===== src/rtl/lc3b_types.sv =====
// lc3b_types: shared LC-3b word/op definitions plus alg sequencer state and default latencies.
package lc3b_types;

   typedef logic [15:0] lc3b_word;

   localparam logic [2:0] op_mul = 3'b110;
   localparam logic [2:0] op_div = 3'b111;

   typedef enum logic [1:0] {IDLE, BUSY, DONE} alg_seq_state_t;

   localparam int ALG_MUL_CYCLES = 4;
   localparam int ALG_DIV_CYCLES = 8;

endpackage


===== src/rtl/alg_cycle_counter.sv =====
// alg_cycle_counter: loadable down-counter that holds at zero and flags it.
module alg_cycle_counter #(
   parameter int W = 4
) (
   input  logic         clk,
   input  logic         reset,
   input  logic         load,
   input  logic [W-1:0] load_val,
   input  logic         dec,
   output logic         zero
);

   logic [W-1:0] cnt_q, cnt_d;

   always_comb cnt_d = load ? load_val : (dec && cnt_q != '0) ? cnt_q - W'(1) : cnt_q;

   always_ff @(posedge clk or posedge reset)
      if (reset) cnt_q <= '0;
      else       cnt_q <= cnt_d;

   assign zero = (cnt_q == '0);

endmodule


===== src/rtl/alg_seq_ctrl.sv =====
// alg_seq_ctrl: multicycle issue/writeback sequencer for the mul/div unit.
// Optional ALG_DIV_ZERO_TRAP_EN: divide-by-zero completes immediately with a div0 pulse.
module alg_seq_ctrl
   import lc3b_types::*;
#(
   parameter int MUL_CYCLES = ALG_MUL_CYCLES,
   parameter int DIV_CYCLES = ALG_DIV_CYCLES
) (
   input  logic     clk,
   input  logic     reset,
   input  logic     start,
   input  logic [2:0] op_x,
   input  lc3b_word src_a,
   input  lc3b_word src_b,
   input  logic     flush,
   output lc3b_word alg_opA,
   output lc3b_word alg_opB,
   output logic [2:0] alg_op_x,
   input  lc3b_word alg_hi,
   input  lc3b_word alg_lo,
   output logic     stall,
   output logic     done,
`ifdef ALG_DIV_ZERO_TRAP_EN
   output logic     div0,
`endif
   output lc3b_word hi,
   output lc3b_word lo
);

   localparam int CW = $clog2(MUL_CYCLES > DIV_CYCLES ? MUL_CYCLES : DIV_CYCLES) + 1;
   localparam logic [CW-1:0] MUL_LD = CW'(MUL_CYCLES - 1);
   localparam logic [CW-1:0] DIV_LD = CW'(DIV_CYCLES - 1);

   alg_seq_state_t state_q, state_d;
   lc3b_word a_q, a_d, b_q, b_d, hi_q, hi_d, lo_q, lo_d;
   logic [2:0] op_q, op_d;
   logic accept, dz, ld, dec, zero;

   assign accept = start && !flush && (op_x == op_mul || op_x == op_div);

`ifdef ALG_DIV_ZERO_TRAP_EN
   logic div0_q, div0_d;
   assign dz   = (op_x == op_div) && (src_b == '0);
   assign div0 = (state_q == DONE) && div0_q;
`else
   assign dz = 1'b0;
`endif

   always_comb begin
      state_d = state_q;
      a_d     = a_q;
      b_d     = b_q;
      op_d    = op_q;
      hi_d    = hi_q;
      lo_d    = lo_q;
      stall   = 1'b0;
      ld      = 1'b0;
      dec     = 1'b0;
`ifdef ALG_DIV_ZERO_TRAP_EN
      div0_d  = div0_q;
`endif
      case (state_q)
         IDLE: if (accept) begin
            a_d     = src_a;
            b_d     = src_b;
            op_d    = op_x;
            ld      = 1'b1;
            stall   = 1'b1;
            state_d = dz ? DONE : BUSY;
`ifdef ALG_DIV_ZERO_TRAP_EN
            div0_d  = dz;
`endif
         end
         BUSY: begin
            stall = 1'b1;
            if (flush) state_d = IDLE;
            else if (zero) begin
               hi_d    = alg_hi;
               lo_d    = alg_lo;
               state_d = DONE;
            end else dec = 1'b1;
         end
         default: state_d = IDLE;
      endcase
   end

   always_ff @(posedge clk or posedge reset)
      if (reset) begin
         state_q <= IDLE;
         a_q     <= '0;
         b_q     <= '0;
         op_q    <= '0;
         hi_q    <= '0;
         lo_q    <= '0;
`ifdef ALG_DIV_ZERO_TRAP_EN
         div0_q  <= 1'b0;
`endif
      end else begin
         state_q <= state_d;
         a_q     <= a_d;
         b_q     <= b_d;
         op_q    <= op_d;
         hi_q    <= hi_d;
         lo_q    <= lo_d;
`ifdef ALG_DIV_ZERO_TRAP_EN
         div0_q  <= div0_d;
`endif
      end

   alg_cycle_counter #(.W(CW)) u_cnt (
      .clk      (clk),
      .reset    (reset),
      .load     (ld),
      .load_val (op_x == op_mul ? MUL_LD : DIV_LD),
      .dec      (dec),
      .zero     (zero)
   );

   assign done     = (state_q == DONE);
   assign alg_opA  = a_q;
   assign alg_opB  = b_q;
   assign alg_op_x = op_q;
   assign hi       = hi_q;
   assign lo       = lo_q;

endmodule


===== config.mk =====
export PLATFORM = sky130hd
export DESIGN_NAME = alg_seq_ctrl
export DESIGN_NICKNAME = d
export VERILOG_FILES = /design/src/rtl/lc3b_types.sv /design/src/rtl/alg_cycle_counter.sv /design/src/rtl/alg_seq_ctrl.sv
export SDC_FILE = /design/constraint.sdc
export NUM_CORES = 1
export LEC_CHECK = 0
export CORE_ASPECT_RATIO = 1.2
export CORE_MARGIN = 2
export CORE_UTILIZATION = 41
export DETAILED_ROUTE_END_ITERATION = 6
export HOLD_SLACK_MARGIN = 0.12
export PLACE_DENSITY_LB_ADDON = 0.08
export SYNTH_ARGS = -nofsm -noshare
export SYNTH_HDL_FRONTEND = slang
export SYNTH_SLANG_ARGS = --single-unit
export TNS_END_PERCENT = 1

===== constraint.sdc =====
create_clock -name clk -period 2.8 [get_ports clk]
set_input_delay 0.28 -clock clk [delete_from_list [all_inputs] [get_ports clk]]
set_output_delay 0.28 -clock clk [all_outputs]
set_load 0.02 [all_outputs]

==> impl_metrics.ini <==
[sta]
hold_viol = 0
fin_crit_ps = 2380
finalMaxSlewViolations = 0
tightest_slew_ps = 810
tns_ps = 0
max_freq_ghz = 0.420
setup_violations = 0
post-route-period-util_pct = 85.0
finalClockSkew_ps = 4.81
grt_setup_unrepaired = no
maxSlewHeadroom_pct = 46.0

[finish]
final_nets = 391
n_antenna_cell = 0
drive_above_1_share_pct = 26.9
final_area_um2 = 4650
area_growth_pct = 57.3
final.fill_count = 526

[setup_path]
cp_max_fo = 33
critPathKind = flop to flop
endpoint_kind = flop
ff2ff_path_depth = 5
arrival_ps = 2600
critPathLaunchType = flop
cp.required_ps = 3020

[clocking]
cts_buffers = 9
cts_setup_buffers = 0
clkSinkCount = 73
hold_buffers = 0
clk_latency_ps = 330
ctsLongestPathBuffers = 2
clockRootBuffer = clkbuf_8
htreeDepth = 3
cts_tree = built
cts_resized = 0
path_clk_slew_ps = 70

[route]
drc = 0
drtIter0Drc = 51
top_layer_used = met4
met2_wirelength_um = 2920
detail_route.wirelength_um = 6250
met1_length_um = 2770
ant_nets = 0
dr.pass1.iters = 3
vias = 1917
avgViaCountPerCell = 4.66
dr_wl_met3_um = 472
wl_per_cell_um = 15.2

[power_and_ir_drop]
netSwitchingPower_mw = 1.06
power.density_nw_per_um2 = 820
p_comb_share_pct = 34.4
p_sw_share_pct = 27.8
p_leak_nw = 2.14
p_clk_share_pct = 27.2
seq_power_share_pct = 38.5
power.total_mw = 3.81
vdd_drop_max_uv = 423
p_int_mw = 2.75

[synthesis]
synthFlopType = dfrtp_1
synth_top_area_cell = dfrtp_1
synth_edf_count = 0
synth.net_count = 248
asyncSetResetFlopFracSynth_pct = 100
synthMostInstantiatedCell = dfrtp_1
synth_cell_types = 28
synth_area_leaders = dfrtp_1, mux2_4, mux2_2
synth_top_area_share_pct = 61.8
synthTopCellsByCount = dfrtp_1, mux2_2, mux2_4
seq_area_frac_synth_pct = 61.8
yosys_warnings = 0
syn_area_um2 = 2960
synth-seq-cells = 73
syn_avg_cell_area_um2 = 16.8
syn_inst = 176

[place]
port_buffers = 139
placed_area_um2 = 4390
hpwl_um = 4540
finalWeightedCongestion = 0.697

[die]
dieArea_um2 = 7910
num_rows = 33
die_x_um = 81.5
io_pins = 140
start_util_pct = 42.9
die_h_um = 97.0
core_um2 = 6900

[global_routing]
grt_pass1_wl_um = 10100
grt_overflow_total = 0
grt_max_degree = 40
antenna_found_initial = 0
grt_pass1_vias = 1993
track_usage_pct = 16.6

[status]
status = finished, final reports clean

[job]
cap_violations = 0

[worst_hold_path]
hp-class = input pin to asynchronous set/reset pin
[layer usage]
metal	global-route usage (%)	vias up
li1	-	900
met1	22.6	925
met2	25.7	84
met3	3.64	8
met4	6.65	0
met5	0	-
[cells by family after synthesis]
logic type | count (synthesis) | synth area share [%]
adder cells (fa/ha/maj) | 1 | 0.423
buffers and inverters | 13 | 3.68
multiplexers | 65 | 28.4
AND/OR/NAND/NOR | 17 | 3.81
AO/OA/AOI/OAI | 7 | 1.90
flip-flops | 73 | 61.8
[final timing paths]
| kind | slack, ps | end | startpoint |
|---|---|---|---|
| worst min register to register | 470 | alg_op_x[1] | alg_op_x[1] |
| worst min-delay path | 390 | alg_opB[8] | reset |
| min in group clk | 470 | alg_op_x[1] | alg_op_x[1] |
| worst max register to register | 420 | lo[1] | u_cnt.cnt_q[0] |
| worst max-delay path | 420 | lo[1] | u_cnt.cnt_q[0] |
| max in group asynchronous | 1760 | hi[5] | reset |
[worst max-delay path, cell delays in order (launching register included)]
cell	delay (ps)
dfrtp_1	410
inv_1	70
ha_1	170
or3b_4	410
or4b_4	790
mux2_4	400
[flip-flops by register name (all words and copies together), names as in the netlist]
name / flops
lo: 16
u_cnt.cnt_q: 4
hi: 16
state_q: 2
alg_opA: 16
alg_op_x: 3
alg_opB: 16
[cells in the final DEF (no fill, tap or decap), types with 2 or more instances in the layout]
cell type and count:
nor3_1 2, mux2_4 29, bufinv_16 3, inv_1 4, clkdlybuf4s50_1 139, dfrtp_1 73
o21a_1 2, clkbuf_8 12, mux2_2 35, nand3_1 4, nand2b_1 2
[through the flow]
step	hold WS [ps]	setup WS [ps]	cells	utilization, %
floorplan	429	627	176	-
global placement	450	489	395	63.6
detailed placement	454	441	395	63.6
CTS	411	419	411	67.4
global route	477	354	411	67.4
finish	386	420	411	67.4
[cell type report]
type / instances / area, um^2 / share of cell area (%)
Tap cell: 87 / 109 / 2.34
Sequential cell: 73 / 1830 / 39.3
Multi-Input combinational cell: 90 / 1020 / 22.0
Inverter: 5 / 18.8 / 0.404
Clock buffer: 12 / 165 / 3.55
Clock inverter: 4 / 97.6 / 2.10
Timing Repair Buffer: 140 / 1410 / 30.4
[power groups by stage]
stage / combinational, mW / sequential (mW) / clock [mW]
floorplan: 0.348 / 1.78 / 0
global placement: 1.31 / 1.48 / 0
detailed placement: 1.33 / 1.48 / 0
CTS: 1.33 / 1.47 / 1.06
global route: 1.39 / 1.50 / 1.10
finish: 1.31 / 1.47 / 1.04
(Power assumes the default switching activity.)
